<file path="config.mk">
export PLATFORM = sky130hd
export DESIGN_NAME = op_key_decoder
export DESIGN_NICKNAME = d
export VERILOG_FILES = /design/src/rtl/op_key_decoder.sv
export SDC_FILE = /design/constraint.sdc
export NUM_CORES = 1
export LEC_CHECK = 0
export BUFFER_PORTS_ARGS = -buffer_cell sky130_fd_sc_hd__buf_2
export CAP_MARGIN = 10
export CORE_ASPECT_RATIO = 0.8
export CORE_MARGIN = 3
export CORE_UTILIZATION = 30
export DETAILED_ROUTE_END_ITERATION = 10
export PLACE_DENSITY_LB_ADDON = 0.2
export SYNTH_ARGS = -nofsm -noshare
export SYNTH_HDL_FRONTEND = slang
export SYNTH_SLANG_ARGS = --single-unit
</file>
<file path="constraint.sdc">
create_clock -name clk -period 2 [get_ports clk]
set_input_delay 0.3 -clock clk [delete_from_list [all_inputs] [get_ports clk]]
set_output_delay 0.3 -clock clk [all_outputs]
set_load 0.05 [all_outputs]
</file>
<file path="src/rtl/op_key_decoder.sv">
// op_key_decoder: debounces one-hot operation keys and emits one opcode event per press.
// Ports:
//   clk      system clock, rising edge
//   rst_n    asynchronous active-low reset
//   btn_i    registered one-hot key levels (1000 add, 0100 sub, 0010 mul, 0001 div)
//   op_valid opcode event pending in the one-entry buffer
//   op_ready core accepts the pending event this cycle
//   op_code  00 add, 01 sub, 10 mul, 11 div
//   drop_o   sticky: an event was lost because the buffer was still occupied
module op_key_decoder #(
  parameter int DEB_CYCLES = 1000000,
  parameter int CNT_W = 20
) (
  input  logic       clk,
  input  logic       rst_n,
  input  logic [3:0] btn_i,
  output logic       op_valid,
  input  logic       op_ready,
  output logic [1:0] op_code,
  output logic       drop_o
);
  typedef enum logic [1:0] {IDLE, DEB_PRESS, HELD, DEB_REL} state_t;
  state_t state, state_n;
  logic [CNT_W-1:0] cnt, cnt_n;
  logic [3:0] cand, cand_n, q;
  logic emit, last;
  logic [1:0] enc;
  // Anything that is not exactly one key is treated as no key.
  assign q = (btn_i inside {4'b1000, 4'b0100, 4'b0010, 4'b0001}) ? btn_i : 4'b0000;
  assign last = cnt == CNT_W'(DEB_CYCLES - 1);
  assign enc = {cand[1] | cand[0], cand[2] | cand[0]};
  always_ff @(posedge clk or negedge rst_n)
    if (!rst_n) begin
      state <= IDLE;
      cnt <= '0;
      cand <= 4'b0000;
    end else begin
      state <= state_n;
      cnt <= cnt_n;
      cand <= cand_n;
    end
  always_comb begin
    state_n = state;
    cnt_n = cnt;
    cand_n = cand;
    emit = 1'b0;
    case (state)
      IDLE:
        if (q != 4'b0000) begin
          cand_n = q;
          cnt_n = '0;
          state_n = DEB_PRESS;
        end
      DEB_PRESS:
        if (q != cand) state_n = IDLE;
        else if (last) begin
          emit = 1'b1;
          state_n = HELD;
        end else cnt_n = cnt + 1'b1;
      HELD:
        if (q != cand) begin
          cnt_n = '0;
          state_n = DEB_REL;
        end
      DEB_REL:
        if (q == cand) state_n = HELD;
        else if (last) state_n = IDLE;
        else cnt_n = cnt + 1'b1;
      default: state_n = IDLE;
    endcase
  end
  // A new event may replace one that is being accepted on the same edge.
  always_ff @(posedge clk or negedge rst_n)
    if (!rst_n) begin
      op_valid <= 1'b0;
      op_code <= 2'b00;
      drop_o <= 1'b0;
    end else if (emit && (!op_valid || op_ready)) begin
      op_valid <= 1'b1;
      op_code <= enc;
    end else begin
      if (emit) drop_o <= 1'b1;
      if (op_ready) op_valid <= 1'b0;
    end
endmodule

</file>
# [Word level (Yosys, flattened, before mapping)]
# Cells that the tools add are included.
[totals] elab_cells=56 out_inout_bits=4 reg_bits=30
[classes] n_eq_ne=16 addsub=1 mux=19 n_bitwise=3 reduce_logical=11
[op_table] op="2-to-1 mux 20 bit" n=5
[op_table] op="one-hot mux 20 bit (4 select lines)" n=1
[op_table] op="adder 20 x 1 -> 20 bit, second input constant" n=1
[op_table] op="equality test 20 bit, second input constant" n=1
[op_table] op="2-to-1 mux 2 bit" n=6
[op_table] op="!= test 2 bit, second input constant" n=4
[op_table] op="one-hot mux 2 bit (4 select lines)" n=1
[op_table] op="AND reduction 4 bit" n=2
[op_table] op="nonzero test 4 bit" n=2
[op_table] op="!= test 3 bit, second input constant" n=2
[op_table] op="2-to-1 mux 1 bit" n=5
[op_table] op="equality test 2 bit, second input constant" n=2
[op_table] op="equality test 4 x 1 -> 1 bit, second input constant" n=1
[op_table] op="equality test 4 x 2 -> 1 bit, second input constant" n=1
[op_table] op="equality test 4 x 3 -> 1 bit, second input constant" n=1
[op_table] op="equality test 4 bit" n=1
[op_table] op="equality test 4 bit, second input constant" n=1
[op_table] op="2-to-1 mux 4 bit" n=1
[op_table] op="!= test 4 bit" n=1
[op_table] op="AND reduction 2 bit" n=2
[op_table] op="equality test 2 x 1 -> 1 bit, second input constant" n=1
[op_table] op="zero test 2 bit" n=1
[op_table] op="OR 1 bit" n=2
[op_table] op="nonzero test 2 bit" n=1
[op_table] op="other kinds (4)" n=4

# [Depth between registers and ports, before layout]
[depth] depth_word=9 mapped_depth=10 mapped_depth_nobuf=8

# [Worst setup path after synthesis]
# Ideal clock, no wire load.
[synth_path] path_kind="register -> register" from="register cnt[0]" to="register cnt[18]" required_ps=1913 arrival_ps=1935 stages_incl_launch_ff=8 slack_ps=-22 cell_sequence="dfrtp_1 ha_1 nand3_2 nor3_2 nand2_1 or3_1 or4b_1 o211ai_1"
[synth_between] elab_chain_len=4 elab_cells_between_ends=6 classes_between="add/sub (1); eq/ne (1); mux (4)"
[synth_lines] element="from (decl)" line="24" text="logic [CNT_W-1:0] cnt, cnt_n;"
[synth_lines] element="from (signal assigned)" line="39" text="cnt <= cnt_n;"
[synth_lines] element="adder 20 x 1 -> 20 bit or equality test 20 bit (tied branches)" line="59, 68, 30"
[synth_lines] element="2-to-1 mux 20 bit (*)" line="56, 67"
[synth_lines] element="2-to-1 mux 20 bit (on tied branches)" line="66, 55"
[synth_lines] element="one-hot mux 20 bit (4 select lines) (*)" line="47" text="case (state)"
# Every way passes the cells marked *; elsewhere a longest branch is shown, timed or not. The select of a mux whose other input is x is not followed.
# A chain may end at the register's enable or synchronous reset.

# [Worst setup path in the final report]
[layout_path] from="register cnt[1]" to="register cnt[18]"
# Same word-level chain as after synthesis.

==> out/metrics.csv <==
metric;value;unit
outcome;complete, but fails checks;
violated checks;setup timing;
total number of vias;1658;
drt pass-1 iters;4;
hold crit path type;input port to async pin;
synth cell count leaders;dfrtp_1, nand2_1, nand3_1, nor2_1, o21ai_0;
Clock Tree Buf Depth;2;
register area share after synthesis;41.18;%
worst-margin pin slew;0.6807;ns
I/O Pins;11;
count leader, synth;dfrtp_1;
minimum clock period after layout;2.006;ns
# rows;24;
vias in the first global route;1531;
Power Total;0.001967;W
Max-Cap Viols;0;
core area;5645;um2
CTS tree;built;
Fmax achieved;498.6;MHz
final net count;275;
Cell variety after synth;48;
Synth Register Bits;30;
Routed WL per cell;12.08;um
die area;7054;um2
Rel. slew slack;54.62;%
Die W;93.16;um
placer congestion estimate;0.7479;
port bufs;10;
root buffer cell;clkbuf_8;
post-synthesis cell count;201;
worst hold margin;0.05275;ns
Yosys warnings;0;
syn_nets;209;
Post-Route Skew;0.004401;ns
VDD IR max;0.3187;mV
Final Non-Filler Cells;346;
gr usage total;12.77;%
fraction of layout cells with a size suffix above 1;40.30;%
first-pass GRT wire length;7065;um
worst skew pair latency;0.28;ns
pin count of the biggest net entering global routing;36;
Synth Cell Area;1823;um2
H-tree Lvls;2;
RSZ-0062 raised after global routing;true;
clk sinks;30;
CTS Buf Count;5;
Placement Cell Area;2354;um2
Pwr Density;751.8;nW/um2
post-route design area;2616;um2
crit share post-route;100.3;%
ant diodes;0;
post-synth top area share;41.18;%
Mean Syn Cell Area;9.070;um2
CP arrival;2.20;ns
top post-synthesis cells by area;dfrtp_1, nand3_1, nand2_1, or4b_1, nor4b_2;
Crit. End Element;flip-flop;
Routed Antenna Nets;0;
ys flop type;dfrtp_1;
count of final setup violators;1;
Critical Path Start Type;flip-flop;
count of pins over their slew limit;0;
DRC;0;
GR Overflow Total;0;
Die Ht;75.73;um
Hold Fails Final Rpt;0;
Initial DRC Count;42;
dpl hpwl;3025;um
P_leak;1.218;nW
initial antenna violation count;0;
fraction of registers with async set/reset;100.0;%
Area Overhead vs Synth;43.51;%
clk slew on worst S/H paths;0.07;ns
Post-Place Cells;335;
CP Data Required Time;2.20;ns
drt total wl;4178;um
CP Class;flip-flop to flip-flop;
EDFF count, synth;0;
Initial Util;32.29;%
cell taking the most area after synthesis;dfrtp_1;
final setup margin;-0.005506;ns
crit path max fanout;4;
drt via density;4.792;
## cell usage in the layout (no fill, tap or decap), types with 2 or more instances in the layout
cell and n:
nand3_4 2, xnor2_1 2, a21oi_1 5, o21ai_0 7, clkbuf_8 8, or4b_1 6, and3_4 2, inv_1 7
o21ai_1 6, nor3_4 2, nand3b_1 3, and3_1 4, buf_6 2, nor2_1 10, or2_2 2, buf_4 56
o211ai_1 2, a211o_1 3, nand2_1 23, nor4b_2 2, buf_2 10, nand3_1 18, and2_1 3, mux2_2 3
nand4_1 2, nor4_1 2, nor4bb_1 3, o31ai_1 6, nor2b_1 4, nand2b_1 2, dfrtp_1 29, o41ai_1 2
## final timing paths
path | slack, ns | startpoint | depth (start not counted) | endpoint
worst min-delay path | 0.05 | rst_n | 1 | cnt[12]$_DFFE_PN0P_
worst max-delay path | -0.006 | cnt[1]$_DFFE_PN0P_ | 7 | cnt[18]$_DFFE_PN0P_
worst max register to register | -0.006 | cnt[1]$_DFFE_PN0P_ | 7 | cnt[18]$_DFFE_PN0P_
worst min register to register | 0.46 | drop_o$_DFFE_PN0P_ | 2 | drop_o$_DFFE_PN0P_
min in group clk | 0.33 | op_ready | 3 | drop_o$_DFFE_PN0P_
max in group asynchronous | 1.47 | rst_n | 1 | cnt[7]$_DFFE_PN0P_
## through the flow
step / TNS [ns] / util, % / setup WS [ns]
after global routing: -0.5788 / 46.34 / -0.1047
after global placement: -1.105 / 41.69 / -0.1447
after detailed placement: -1.238 / 41.69 / -0.1630
after floorplan: 0 / - / 0.04679
after CTS: -0.03824 / 44.57 / -0.03824
final: -0.005506 / 46.34 / -0.005506
## sequential cells by signal (all words and copies together), names as in the netlist, named ones only
register  count
op_code       2
cand          4
drop_o        1
cnt          20
state         1
op_valid      1
## worst max-delay path, cell delays in order, from the launching register on
cell and delay, ns:
dfrtp_1 0.41, ha_4 0.17, nand3_4 0.09, nor3_4 0.15, nand2_2 0.08, or3_4 0.36, or4b_1 0.48, o211ai_1 0.17
## what timing repair did
| item | 4_1_cts | 5_1_grt |
|---|---|---|
| setup endpoints to repair | 15 | 20 |
| cloned | 0 | 0 |
| hold buffers | 0 | 0 |
| setup buffers | 1 | 2 |
| endpoints found under the hold margin | 0 | 0 |
| pin swaps | 4 | 4 |
| gates resized for setup | 10 | 16 |
## area by class of cell
type / instances / area, um2
sequential: 30 / 752.0
multi-input combinational: 154 / 1117
inverter: 7 / 26.28
fill: 550 / 3029
clock buffer: 8 / 110.1
tap: 78 / 97.59
timing repair buffer: 69 / 513.0
## metal layers
layer  vias up  track usage [%]  routed length (um)
met5         -                0                   0
met4         0            4.390                  51
met2        15            19.47                1801
met1       759            17.77                2218
li1        879                -                   -
met3         5            3.258                 106
## logic make-up after synthesis
group | after synthesis | synth area share, %
AND/OR/NAND/NOR | 106 | 35.28
flip-flops | 30 | 41.18
XOR/XNOR | 2 | 0.9611
AO/OA/AOI/OAI | 42 | 15.72
buffers and inverters | 17 | 4.324
adder cells (fa/ha/maj) | 1 | 0.6862
multiplexers | 3 | 1.853
## report_power, final
| part | switching, W | internal (W) |
|---|---|---|
| clock network | 0.000228 | 0.000347 |
| registers | 0.0000909 | 0.000693 |
| logic | 0.000282 | 0.000327 |
| total | 0.000600 | 0.00137 |
(Power assumes the default switching activity.)
